===== src/rtl/uart_param_regs.sv =====
// Serial-programmable parameter register file: parses SYNC/CMD/DATA/CSUM frames from
// the UART receive stream, commits writes, and answers with ACK/NAK plus readback bytes.
module uart_param_regs #(
    parameter int         NUM_REGS       = 8,
    parameter int         REG_BYTES      = 6,
    parameter logic [7:0] SYNC_BYTE      = 8'hA5,
    parameter int         TIMEOUT_CYCLES = 1_000_000
) (
    input  logic                          clk,
    input  logic                          rstn,
    input  logic [7:0]                    rx_data,
    input  logic                          rx_ready,
    output logic [7:0]                    tx_data,
    output logic                          tx_send,
    input  logic                          tx_ready,
    output logic [NUM_REGS*8*REG_BYTES-1:0] regs,
    output logic [NUM_REGS-1:0]           update,
    output logic                          busy
);
    localparam int         W   = 8 * REG_BYTES;
    localparam int         IW  = (NUM_REGS > 1) ? $clog2(NUM_REGS) : 1;
    localparam int         TW  = $clog2(TIMEOUT_CYCLES + 1);
    localparam int         CW  = $clog2(REG_BYTES + 1);
    localparam int         RW  = $clog2(REG_BYTES + 2);
    localparam logic [7:0] ACK = 8'h06;
    localparam logic [7:0] NAK = 8'h15;

    typedef enum logic [2:0] {S_IDLE, S_CMD, S_DATA, S_CSUM, S_RESP, S_RESP_WAIT} state_t;

    state_t                       state;
    logic [NUM_REGS-1:0][W-1:0]   reg_q;
    logic [7:0]                   cmd;
    logic [7:0]                   csum;
    logic [W-1:0]                 shadow;
    logic [CW-1:0]                byte_cnt;
    logic [TW-1:0]                tmo;
    logic [W+7:0]                 resp_buf;
    logic [RW-1:0]                resp_left;
    logic                         skip;

    logic [IW-1:0] idx;
    logic          in_range, is_rd, csum_ok;
    logic [7:0]    rsp_code;
    logic [W+7:0]  rsp_new;
    logic [RW-1:0] rsp_len;

    assign idx      = cmd[IW-1:0];
    assign in_range = {1'b0, cmd[6:0]} < 8'(NUM_REGS);
    assign is_rd    = cmd[7];
    assign csum_ok  = (rx_data == csum) && in_range;
    assign rsp_code = csum_ok ? ACK : NAK;
    // Readback is captured into the response buffer at CSUM acceptance.
    assign rsp_new  = {rsp_code, (csum_ok && is_rd) ? reg_q[idx] : {W{1'b0}}};
    assign rsp_len  = (csum_ok && is_rd) ? RW'(REG_BYTES + 1) : RW'(1);

    assign regs = reg_q;
    assign busy = (state != S_IDLE);

    always_ff @(posedge clk or negedge rstn) begin
        if (!rstn) begin
            state     <= S_IDLE;
            reg_q     <= '0;
            cmd       <= '0;
            csum      <= '0;
            shadow    <= '0;
            byte_cnt  <= '0;
            tmo       <= '0;
            resp_buf  <= '0;
            resp_left <= '0;
            skip      <= 1'b0;
            tx_data   <= '0;
            tx_send   <= 1'b0;
            update    <= '0;
        end else begin
            tx_send <= 1'b0;
            update  <= '0;

            // Inter-byte timeout; the frame states below only change state on rx_ready.
            if (state == S_CMD || state == S_DATA || state == S_CSUM) begin
                if (rx_ready)                           tmo <= '0;
                else if (tmo == TW'(TIMEOUT_CYCLES - 1)) state <= S_IDLE;
                else                                    tmo <= tmo + 1'b1;
            end

            case (state)
                S_IDLE: if (rx_ready && rx_data == SYNC_BYTE) begin
                    state <= S_CMD;
                    tmo   <= '0;
                end
                S_CMD: if (rx_ready) begin
                    cmd      <= rx_data;
                    csum     <= rx_data;
                    byte_cnt <= '0;
                    state    <= rx_data[7] ? S_CSUM : S_DATA;
                end
                S_DATA: if (rx_ready) begin
                    shadow   <= W'({shadow, rx_data});
                    csum     <= csum ^ rx_data;
                    byte_cnt <= byte_cnt + 1'b1;
                    if (byte_cnt == CW'(REG_BYTES - 1)) state <= S_CSUM;
                end
                S_CSUM: if (rx_ready) begin
                    if (csum_ok && !is_rd) begin
                        reg_q[idx]  <= shadow;
                        update[idx] <= 1'b1;
                    end
                    // Send the first byte straight away when the transmitter is idle.
                    if (tx_ready) begin
                        tx_data   <= rsp_code;
                        tx_send   <= 1'b1;
                        resp_buf  <= rsp_new << 8;
                        resp_left <= rsp_len - 1'b1;
                        skip      <= 1'b1;
                        state     <= S_RESP_WAIT;
                    end else begin
                        resp_buf  <= rsp_new;
                        resp_left <= rsp_len;
                        state     <= S_RESP;
                    end
                end
                S_RESP: if (tx_ready) begin
                    tx_data   <= resp_buf[W+7 -: 8];
                    tx_send   <= 1'b1;
                    resp_buf  <= resp_buf << 8;
                    resp_left <= resp_left - 1'b1;
                    skip      <= 1'b1;
                    state     <= S_RESP_WAIT;
                end
                S_RESP_WAIT: begin
                    // tx_ready is stale in the cycle tx_send is seen by the transmitter.
                    if (skip) skip <= 1'b0;
                    else if (tx_ready) state <= (resp_left != '0) ? S_RESP : S_IDLE;
                end
                default: state <= S_IDLE;
            endcase
        end
    end
endmodule


===== config.mk =====
export PLATFORM = sky130hd
export DESIGN_NAME = uart_param_regs
export DESIGN_NICKNAME = d
export VERILOG_FILES = /design/src/rtl/uart_param_regs.sv
export SDC_FILE = /design/constraint.sdc
export NUM_CORES = 1
export LEC_CHECK = 0
export ABC_AREA = 1
export ABC_CLOCK_PERIOD_IN_PS = 5450
export BUFFER_PORTS_ARGS = -buffer_cell sky130_fd_sc_hd__buf_4
export CORE_MARGIN = 2
export CORE_UTILIZATION = 40
export DETAILED_ROUTE_END_ITERATION = 10
export GPL_ROUTABILITY_DRIVEN = 0
export HOLD_SLACK_MARGIN = 0.08
export PLACE_DENSITY = 0.72
export SETUP_SLACK_MARGIN = 0.02
export SYNTH_ARGS = -nofsm -noshare
export SYNTH_HDL_FRONTEND = slang
export SYNTH_SLANG_ARGS = --single-unit

===== constraint.sdc =====
create_clock -name clk -period 5.45 [get_ports clk]
set_input_delay 0.8175 -clock clk [delete_from_list [all_inputs] [get_ports clk]]
set_output_delay 0.8175 -clock clk [all_outputs]
set_load 0.02 [all_outputs]

==> flow_metrics.py <==
metrics = {
    "floorplan": {
        "ios": 414,
        "start_util": 0.403,
        "placementRows": 93,
        "die_area_mm2": 0.0668,
        "core_area_mm2": 0.0642,
        "die_w_um": 258,
        "fp.dieH_um": 258,
    },
    "clock_tree": {
        "cts_made_buffers": 60,
        "cts.clk_slew.worst_paths_ns": 0.06,
        "clock_sinks": 551,
        "htreeDepth": 2,
        "hold_buffers": 0,
        "root_buffer": "clkbuf_16",
        "clock_path_buffers": 3,
        "cts-resized-gates": 0,
        "clkLatencyLatePin_ns": 0.66,
        "cts_tree": "done",
        "postCtsSetupBuffers": 0,
    },
    "route": {
        "met3_length_um": 12000,
        "via_per_inst": 5.37,
        "drt_iter0_markers": 3295,
        "top_layer_used": "met4",
        "wl_per_cell_um": 21.8,
        "drc": 0,
        "route.met2.wl_um": 45900,
        "drtPass1Iterations": 6,
        "vias": 25154,
        "drt_wl_total_um": 102000,
        "wl_met1_um": 40100,
        "ant_nets": 0,
    },
    "synth": {
        "yosysUniqueCellTypes": 35,
        "async_flop_share": 1.00,
        "netlist_top_cells_area": "dfrtp_1 53%, nand2_1 29%, nand3_1 5.2%",
        "yosysTopAreaCellShare": 0.532,
        "yosysWarnings": 0,
        "synth_seq_area_share": 0.532,
        "ys_ff_latch": 551,
        "synth_edf_count": 0,
        "syn_inst": 3507,
        "syn-num-nets": 3524,
        "synth_area_leader_cell": "dfrtp_1",
        "synth_common_cells": "1976 x nand2_1, 551 x dfrtp_1, 270 x nand3_1",
        "yosysMostFrequentCell": "nand2_1",
        "ys_dominant_reg_cell": "dfrtp_1",
        "synthesis.area_mm2": 0.0259,
        "avgSynthCellArea_um2": 7.38,
    },
    "setup_path": {
        "worstPathCellList": "inv_6 -> buf_12 -> nor3_4 -> buf_4 -> nand2_1 -> nand2_1",
        "slowest_delay_ns": 0.95,
        "path_class": "flop to flop",
        "crit_top_cell": "nand2_1",
        "cp_data_arrival_time_ns": 3.98,
        "startpoint_type": "flop",
        "cp-end-kind": "flop",
        "crit_fanout": 107,
        "cp_slowest_cell": "dfrtp_4",
        "crit_required_ns": 6.02,
    },
    "global_route": {
        "grt_pass1_wl_um": 153000,
        "grt_use_total": 0.301,
        "grt_antenna_before_repair": 0,
        "grt_overflow": 0,
        "grt_start_max_net_pins": 160,
        "grt_pass1_vias": 23597,
    },
    "sta": {
        "rsz0062_at_grt": "no",
        "tightestPinTransition_ns": 1.28,
        "fmax_mhz": 293,
        "setup_viol": 0,
        "maxSlewViolCount": 0,
        "post-route-period-util": 0.626,
        "max-slew-margin-rel": 0.144,
        "finClkSkew_ns": 0.0387,
        "tns_ns": 0,
        "fin_crit_ns": 3.41,
        "hold_viol_final": 0,
        "holdWs_ns": 0.178,
    },
    "finish": {
        "seq_area_mm2": 0.0138,
        "fillers": 6228,
        "area_growth_pct": 21.9,
        "antennaDiodeCount": 0,
        "multi_input_area_mm2": 0.0108,
        "final_nets": 3798,
        "drive_gt1_frac": 0.156,
    },
    "run": {
        "maxCapViolCount": 0,
    },
    "pwr": {
        "p_leak_nw": 17.3,
        "power.density_mw_per_mm2": 402,
        "ir_worst_vdd_uv": 321,
    },
    "placement": {
        "io_buffers": 413,
        "dp.final_hpwl_um": 67100,
    },
    "worst_hold_path": {
        "hp-class": "input pin to asynchronous set/reset pin",
    },
    "outcome": {
        "status": "complete, no violations",
    },
}
[sequential cells by signal, indices dropped and copies added (netlist names)]
signal	cells
cmd	8
state	3
tx_send	1
skip	1
update	8
regs	384
byte_cnt	3
csum	8
shadow	48
tx_data	8
resp_left	3
tmo	20
resp_buf	56
[power by group]
part | switching, mW | leakage (nW) | internal [mW]
Clock | 1.80 | 1.00 | 2.45
Sequential | 0.702 | 7.57 | 4.45
Combinational | 2.44 | 8.68 | 0.846
[routing by layer]
metal,track usage,vias to the layer above
met5,0,-
met4,0.123,0
met3,0.0796,221
met2,0.461,1463
met1,0.405,12065
li1,-,11405
[critical path: cells and delay by family (launching register included)]
kind          cells  cell delay (ns)
simple gates      3             0.81
flops             1             0.95
buf+inv           3             1.47
[stage by stage]
| step | total power [mW] | instances | setup slack (ns) | cell area, um2 | util |
|---|---|---|---|---|---|
| 3_3_place_gp | 8.36 | 4574 | 2.04 | 29500 | 0.460 |
| 2_1_floorplan | 6.96 | 3507 | 3.16 | 25900 | - |
| 5_1_grt | 13.2 | 4681 | 1.88 | 31600 | 0.491 |
| 6_report | 12.7 | 4681 | 2.04 | 31600 | 0.491 |
| 3_5_place_dp | 8.39 | 4574 | 1.93 | 29500 | 0.460 |
| 4_1_cts | 12.6 | 4681 | 2.04 | 31600 | 0.491 |
[cells in the final DEF, fill, tap and decap left out, drive strengths merged]
cell,count
nand2,1977
dfrtp,551
buf,451
nand3,273
nor2,143
a21oi,101
inv,95
clkbuf,87
o21ai,41
nor3,25
nand4,19
clkinv,12
o22ai,8
xor2,6
ha,5
o211ai,4
xnor2,4
o21bai,4
bufinv,4
a22oi,3
a31oi,3
clkinvlp,3
a211oi,2
nor4,1
or2,1
nand3b,1
o2111ai,1
a21o,1
[cells by family after synthesis]
group                      after synthesis  share of synthesized area
buffers and inverters                  333                     0.0530
AOI/OAI and AO/OA                      168                     0.0345
DFF                                    551                      0.532
adders and majority gates                5                    0.00242
and+or+nand+nor                       2440                      0.374
xor gates and xnor gates                10                    0.00338
[path summary, 6_finish.rpt]
| kind | start | to | slack, ns | cells past startpoint |
|---|---|---|---|---|
| max in group asynchronous | rstn | regs[11] | 3.92 | 2 |
| worst max register to register | cmd[0] | regs[246] | 2.04 | 6 |
| worst max-delay path | cmd[0] | regs[246] | 2.04 | 6 |
| min in group clk | resp_buf[27] | resp_buf[27] | 0.48 | 2 |
| worst min register to register | resp_buf[27] | resp_buf[27] | 0.48 | 2 |
| worst min-delay path | rstn | regs[147] | 0.18 | 1 |
[cell type report]
class	instances	area share
multi-input cells	2623	0.343
well taps	855	0.0339
inverters	94	0.0113
repair buffers	451	0.110
clock buffers	87	0.0565
flip-flops and latches	551	0.437
clock inverters	20	0.00797
Note: power is estimated with default switching activity, not from simulation.
